===== src/rtl/ram_fifo_ctrl.sv =====
`default_nettype none
// ============================================================================
// Module   : ram_fifo_ctrl
// Purpose  : Stream FIFO controller for an external dual-port RAM that has a
//            registered read port (one-cycle read latency). Owns the write and
//            read pointers, the RAM occupancy, the read pipeline and a two-entry
//            output buffer (head + skid) so the consumer sees one transfer per
//            cycle.
// Ports    : clk        - clock, rising edge
//            reset      - asynchronous reset, active low
//            enq_*      - producer valid/ready/data
//            deq_*      - consumer valid/ready/data
//            ram_wren/ram_waddr/ram_wdata - RAM write port
//            ram_rden/ram_raddr/ram_rdata - RAM read port (rdata next cycle)
//            count      - total occupancy: RAM + in-flight read + output buffer
// Revision : 1.0 - initial release
// ============================================================================
module ram_fifo_ctrl #(
  parameter int DATAW = 32,
  parameter int DEPTH = 16,
  parameter int ADDRW = $clog2(DEPTH)
) (
  input  logic             clk,
  input  logic             reset,
  input  logic             enq_valid,
  input  logic [DATAW-1:0] enq_data,
  output logic             enq_ready,
  output logic             deq_valid,
  output logic [DATAW-1:0] deq_data,
  input  logic             deq_ready,
  output logic             ram_wren,
  output logic [ADDRW-1:0] ram_waddr,
  output logic [DATAW-1:0] ram_wdata,
  output logic             ram_rden,
  output logic [ADDRW-1:0] ram_raddr,
  input  logic [DATAW-1:0] ram_rdata,
  output logic [ADDRW+1:0] count
);

  localparam logic [ADDRW:0] C_FULL = (ADDRW+1)'(DEPTH);

  logic [ADDRW-1:0] wr_ptr_q, wr_ptr_d;
  logic [ADDRW-1:0] rd_ptr_q, rd_ptr_d;
  logic [ADDRW:0]   ram_cnt_q, ram_cnt_d;
  logic             inflight_q, inflight_d;
  logic [1:0]       obuf_cnt_q, obuf_cnt_d;
  logic [DATAW-1:0] head_q, head_d;
  logic [DATAW-1:0] skid_q, skid_d;

  logic             w_enq_fire;
  logic             w_deq_fire;
  logic [1:0]       w_obuf_after_deq;
  logic [1:0]       w_pending;

  always_comb begin
    // Space is judged from registered state only, so a read issued this cycle
    // never frees a slot for this cycle's enqueue.
    enq_ready  = (ram_cnt_q != C_FULL);
    w_enq_fire = enq_valid && enq_ready;
    ram_wren   = w_enq_fire;
    ram_waddr  = wr_ptr_q;
    ram_wdata  = enq_data;

    deq_valid  = (obuf_cnt_q != 2'd0);
    deq_data   = head_q;
    w_deq_fire = deq_valid && deq_ready;

    // Entries that will still sit in, or are heading to, the output buffer
    // after this cycle. A new read is only issued if it is guaranteed a slot.
    w_obuf_after_deq = obuf_cnt_q - {1'b0, w_deq_fire};
    w_pending        = w_obuf_after_deq + {1'b0, inflight_q};

    ram_rden  = (ram_cnt_q != '0) && (w_pending < 2'd2);
    ram_raddr = rd_ptr_q;

    wr_ptr_d   = wr_ptr_q + {{(ADDRW-1){1'b0}}, w_enq_fire};
    rd_ptr_d   = rd_ptr_q + {{(ADDRW-1){1'b0}}, ram_rden};
    ram_cnt_d  = ram_cnt_q + {{ADDRW{1'b0}}, w_enq_fire} - {{ADDRW{1'b0}}, ram_rden};
    inflight_d = ram_rden;

    // Output buffer: dequeue shifts skid into head first, then returning read
    // data lands in the first free slot, which keeps FIFO order.
    head_d     = head_q;
    skid_d     = skid_q;
    obuf_cnt_d = w_obuf_after_deq;
    if (w_deq_fire) begin
      head_d = skid_q;
    end
    if (inflight_q) begin
      if (w_obuf_after_deq == 2'd0) begin
        head_d = ram_rdata;
      end else begin
        skid_d = ram_rdata;
      end
      obuf_cnt_d = w_obuf_after_deq + 2'd1;
    end

    count = {1'b0, ram_cnt_q} + {{(ADDRW+1){1'b0}}, inflight_q}
          + {{ADDRW{1'b0}}, obuf_cnt_q};
  end

  always_ff @(posedge clk or negedge reset) begin
    if (!reset) begin
      wr_ptr_q   <= '0;
      rd_ptr_q   <= '0;
      ram_cnt_q  <= '0;
      inflight_q <= 1'b0;
      obuf_cnt_q <= 2'd0;
      head_q     <= '0;
      skid_q     <= '0;
    end else begin
      wr_ptr_q   <= wr_ptr_d;
      rd_ptr_q   <= rd_ptr_d;
      ram_cnt_q  <= ram_cnt_d;
      inflight_q <= inflight_d;
      obuf_cnt_q <= obuf_cnt_d;
      head_q     <= head_d;
      skid_q     <= skid_d;
    end
  end

endmodule
`default_nettype wire


===== config.mk =====
export PLATFORM = sky130hd
export DESIGN_NAME = ram_fifo_ctrl
export DESIGN_NICKNAME = d
export VERILOG_FILES = /design/src/rtl/ram_fifo_ctrl.sv
export SDC_FILE = /design/constraint.sdc
export NUM_CORES = 1
export LEC_CHECK = 0
export ABC_AREA = 1
export BUFFER_PORTS_ARGS = -buffer_cell sky130_fd_sc_hd__buf_4
export CAP_MARGIN = 20
export CORE_MARGIN = 2
export CORE_UTILIZATION = 50
export CTS_CLUSTER_DIAMETER = 100
export DETAILED_ROUTE_END_ITERATION = 7
export PLACE_DENSITY = 0.82
export REMOVE_ABC_BUFFERS = 1
export SLEW_MARGIN = 5
export SYNTH_ARGS = -nofsm -noshare
export SYNTH_HDL_FRONTEND = slang
export SYNTH_SLANG_ARGS = --single-unit

===== constraint.sdc =====
create_clock -name clk -period 4.15 [get_ports clk]
set_input_delay 0.2075 -clock clk [delete_from_list [all_inputs] [get_ports clk]]
set_output_delay 0.2075 -clock clk [all_outputs]
set_load 0.02 [all_outputs]

# [Word level (Yosys, flattened, before mapping)]
# Cells that the tools add are included.
[totals] ff_bits=80 latch_bits=0 ram_bits=0 rom_bits=0 inputBits=68 output_inout_bits=82 word_cells=30 memories=0
[classes] addsub=9 n_mul=0 div=0 magnitude_cmp=1 n_eq_ne=1 shift=0 n_mux=4 bitwise_logic=1 reduce_logical=7
[ops] cell="32-bit two-way mux" count=3
[ops] cell="4-bit by 1-bit adder with 4-bit output" count=2
[ops] cell="5-bit by 1-bit adder with 6-bit output" count=1
[ops] cell="6-bit by 2-bit adder with 6-bit output" count=1
[ops] cell="5-bit by 1-bit adder with 5-bit output" count=1
[ops] cell="5-bit inequality test (second input constant)" count=1
[ops] cell="5-bit nonzero test" count=1
[ops] cell="5-bit by 1-bit subtractor with 5-bit output" count=1
[ops] cell="1-bit logical AND" count=3
[ops] cell="2-bit by 1-bit adder with 2-bit output" count=1
[ops] cell="2-bit by 1-bit adder with 2-bit output (second input constant)" count=1
[ops] cell="2-bit logical NOT" count=1
[ops] cell="2-bit less-than comparator (second input constant)" count=1
[ops] cell="2-bit two-way mux" count=1
[ops] cell="2-bit AND reduction" count=1
[ops] cell="2-bit nonzero test" count=1
[ops] cell="2-bit by 1-bit subtractor with 2-bit output" count=1
[ops] cell="1-bit inverter" count=1

# [Logic depth before layout (Yosys ltp)]
[logic_depth] depth_word=7 ltp_mapped=19 mapped_depth_nobuf=17

# [Least setup slack after synthesis]
# No wires, ideal clock.
[synth_timing] path_type="register -> register" from="register obuf_cnt_q[1]" to="register ram_cnt_q[4]" setup_ns=0.117 arrival_time_ns=3.158 t_required_ns=4.033 path_slack_ns=0.875 path_stages_with_launch=18 n_path_buf=1 synth_period_minus_slack_ns=3.275 cell_sequence="dfrtp_1 o21ai_2 buf_2 inv_1 ha_1 inv_1 ha_1 nand3_1 nand2_1 nor2_1 ha_1 inv_1 ha_1 inv_1 fa_1 nand3b_1 nand3b_1 nand2_1"
[synth_between] elab_chain_cells=7
[synth_lines] element="start: declaration" line="46" source="logic [1:0] obuf_cnt_q, obuf_cnt_d;"
[synth_lines] element="start signal: assignment" line="116" source="obuf_cnt_q <= obuf_cnt_d;"
[synth_lines] element="2-bit nonzero test" line="64" source="deq_valid = (obuf_cnt_q != 2'd0);"
[synth_lines] element="1-bit logical AND" line="66" source="w_deq_fire = deq_valid && deq_ready;"
[synth_lines] element="2-bit by 1-bit subtractor with 2-bit output *" line="70" source="w_obuf_after_deq = obuf_cnt_q - {1'b0, w_deq_fire};"
[synth_lines] element="2-bit by 1-bit adder with 2-bit output *" line="71" source="w_pending = w_obuf_after_deq + {1'b0, inflight_q};"
[synth_lines] element="2-bit less-than comparator *" line="73" source="ram_rden = (ram_cnt_q != '0) && (w_pending < 2'd2);"
[synth_lines] element="1-bit logical AND *" line="73"
[synth_lines] element="net ram_rden" line="34" source="output logic ram_rden,"
[synth_lines] element="5-bit by 1-bit subtractor with 5-bit output *" line="78" source="ram_cnt_d = ram_cnt_q + {{ADDRW{1'b0}}, w_enq_fire} - {{ADDRW{1'b0}}, ram_rden};"
[synth_lines] element="net ram_cnt_d[4]" line="44" source="logic [ADDRW:0] ram_cnt_q, ram_cnt_d;"
[synth_lines] element="end signal: assignment" line="114" source="ram_cnt_q <= ram_cnt_d;"
[synth_lines] element="end: declaration" line="44"
# The timed path passes the listed nets; every way through them passes the cells marked *.
# A chain may end at the register's enable or synchronous reset.

# [Worst setup path after layout]
[layout_timing] from="register obuf_cnt_q[1]" to="register ram_cnt_q[4]"
[layout_between] elab_chain_cells=7
[layout_lines] element="2-bit nonzero test" line="64"
[layout_lines] element="1-bit logical AND" line="66"
[layout_lines] element="2-bit by 1-bit subtractor with 2-bit output *" line="70"
[layout_lines] element="2-bit by 1-bit adder with 2-bit output *" line="71"
[layout_lines] element="2-bit less-than comparator *" line="73"
[layout_lines] element="1-bit logical AND *" line="73"
[layout_lines] element="5-bit by 1-bit subtractor with 5-bit output *" line="78"
[layout_lines] element="net ram_cnt_d[4]" line="44"
# Marks and branches as above.

==> results.ini <==
[status]
status = finished, final reports clean

[sta]
rsz0062_at_grt = false
period_minus_slack_ns = 3.08
hold_viol = 0
tns_ns = 0
fmax_mhz = 324
setup_viol = 0
drv_slew = 0
slew_headroom = 0.297
worst_pin_slew_ns = 1.05
period_share = 0.743
finClkSkew_ns = 0.0129
fin_ws_ns = 1.07

[power]
p_leak_nw = 2.72
ir_drop_mv = 0.634
p_per_area_nw_per_um2 = 987

[global_routing]
grt_pass1_wl_mm = 16.4
grt_max_degree = 81
grt_pass1_vias = 3306
overflow = 0
antenna_found_initial = 0
track_usage = 0.216

[detailed_routing]
met2_length_mm = 4.24
firstDrtPassIters = 4
drt-met1-wl_mm = 4.46
ant_nets = 0
drc_errors = 0
routed_via_density = 4.92
drtIter0Drc = 174
vias = 3254
top_layer = met5
met3_wirelength_mm = 1.05
finalWirelength_mm = 9.89
routedWlPerCell_um = 15.0

[setup_path]
worst-setup-path-type = reg -> reg
critPathArrivalTime_ns = 3.32
cp_num_buf_inv = 4
worst-path-max-fanout = 5
critical-path-slowest-cell = dfrtp_1
end_kind = flip-flop
worstPathRequired_ns = 4.38
crit_family = adder cells
cpPeakStageDelay_ns = 0.45
start_kind = flip-flop
path_cells = o21ai_2 -> inv_1 -> ha_1 -> inv_1 -> ha_1 -> nand3_1 -> nand2_1 -> nor2_1 -> ha_1 -> inv_1 -> ha_1 -> inv_1 -> fa_1 -> nand3b_1 -> nand3b_1 -> nand2_1

[synthesis]
synth_top_area_cell = dfrtp_1
yosys.area_share.simple = 0.219
yosysTopAreaCellShare = 0.467
synth_cell_types = 24
yosys_most_used_dff = dfrtp_1
synth_compound_area_frac = 0.0726
synthMuxAreaShare = 0
yosys_warnings = 0
yosysSeqAreaShare = 0.467
synth-seq-cells = 80
avgSynthCellArea_um2 = 8.49
synth_area_um2 = 4290
synthAdderAreaFrac = 0.0607
synth_cells = 505
yosysMostFrequentCell = nand2_1
synth-xor-area-share = 0.0163
synth_top_family_by_area = simple AND/OR/NAND/NOR gates
synth-edff-count = 0
synth_commonest_cells = nand2_1, inv_1, dfrtp_1
synth_async_sr_flop_share = 1.00
synth_area_leaders = dfrtp_1, nand2_1, nand3_1

[clock_network]
cts_tree = yes
cts.sinks = 80
worstSkewPairLatency_ns = 0.34
ctsResizeCount = 0
cts_max_level = 3
numCtsBuffers = 9
cts_setup_buffers = 0
clock_path_buffers = 2
clk_pin_slew_ns = 0.09
root_buffer = clkbuf_8

[run]
cap_violations = 0

[final_layout]
multiInputGateArea_um2 = 1580
seqCellArea_um2 = 2000
antenna_cells = 0
num-fill-cells = 739
drive_gt1_frac = 0.250
area_growth_pct = 15.9
nets = 638

[die]
die_w_um = 96.6
dieArea_um2 = 9340
io_pins = 150
num_rows = 33
dieHeight_um = 96.6
core-area_um2 = 8260
start_util = 0.519

[place]
dpl.hpwl_mm = 6.77
place.gp.congestion = 0.859
numPortBuffers = 85
post-place-ws_ns = 1.10

[hold_path]
min_path_type = in -> reg

-- path summary, 6_finish.rpt --
| check | startpoint | to | slack [ns] | cells past startpoint |
|---|---|---|---|---|
| setup / recovery | obuf_cnt_q[1]$_DFF_PN0_ | ram_cnt_q[4]$_DFF_PN0_ | 1.07 | 16 |
| hold / removal | ram_rdata[20] | deq_data[20]$_DFF_PN0_ | 0.07 | 3 |
| setup reg to reg | obuf_cnt_q[1]$_DFF_PN0_ | ram_cnt_q[4]$_DFF_PN0_ | 1.07 | 16 |
| hold reg to reg | ram_raddr[3]$_DFF_PN0_ | ram_raddr[3]$_DFF_PN0_ | 0.49 | 1 |
| max in group asynchronous | reset | skid_q[10]$_DFFE_PN0P_ | 3.31 | 3 |
| min in group asynchronous | reset | skid_q[5]$_DFFE_PN0P_ | 0.25 | 2 |
-- layout by cell type (no fill, tap or decap), drive strengths merged, types with 5 or more instances in the layout --
master,netlist,routed
a21oi,34,34
buf,54,89
clkbuf,1,10
dfrtp,80,80
ha,16,16
inv,84,84
nand2,112,112
nand3,70,70
nor2,34,34
xor2,5,5
-- worst reg2reg max path: stages (launching register included) --
cell	delay, ns
dfrtp_1	0.45
o21ai_2	0.18
inv_1	0.07
ha_1	0.31
inv_1	0.06
ha_1	0.20
nand3_1	0.10
nand2_1	0.06
nor2_1	0.26
ha_1	0.29
inv_1	0.06
ha_1	0.16
inv_1	0.05
fa_1	0.38
nand3b_1	0.19
nand3b_1	0.10
nand2_1	0.05
-- cell type report --
type                            count  area share
Clock inverter                      6      0.0216
Inverter                           84      0.0634
Clock buffer                       10      0.0257
Multi-Input combinational cell    286       0.318
Timing Repair Buffer               90       0.142
Sequential cell                    80       0.403
Tap cell                          105      0.0264
-- report_power, final --
group | leakage [nW] | switching [mW] | internal, mW | total [mW]
logic | 1.69 | 1.73 | 1.08 | 2.81
clock network | 0.116 | 0.274 | 0.398 | 0.672
registers | 0.906 | 0.214 | 1.21 | 1.42
-- per-layer routing --
layer,vias to the layer above,track usage
met3,11,0.107
met1,1518,0.281
li1,1606,-
met5,-,0.0714
met4,2,0.0563
met2,117,0.317
-- stage by stage --
stage	power [mW]	area [um2]	instances	hold WS [ns]	util
3_3_place_gp	4.10	4680	642	0.415	0.567
3_5_place_dp	4.24	4680	642	0.415	0.567
4_1_cts	4.93	4920	658	0.0576	0.596
6_report	4.91	4970	661	0.0719	0.602
5_1_grt	5.36	4970	661	0.0646	0.602
2_1_floorplan	3.31	3900	450	-0.0881	-
-- kinds of logic (layout without fill, tap and decap cells) --
family | Yosys count | in the layout
buf+inv | 139 | 190
flops | 80 | 80
fa+ha+maj | 19 | 19
xor+xnor | 8 | 8
compound gates | 37 | 37
simple gates | 222 | 222
-- sequential cells by signal, summed over array words and instances, names as in the netlist --
| name | flops |
|---|---|
| deq_data | 32 |
| skid_q | 32 |
| ram_cnt_q | 5 |
| ram_raddr | 4 |
| ram_waddr | 4 |
| obuf_cnt_q | 2 |
| inflight_q | 1 |
-- timing repair --
item / in CTS / in global routing
hold buffers: 0 / 1
endpoints found under the setup margin: 0 / 0
endpoints found under the hold margin: 0 / 12
Note: power is estimated with default switching activity, not from simulation.
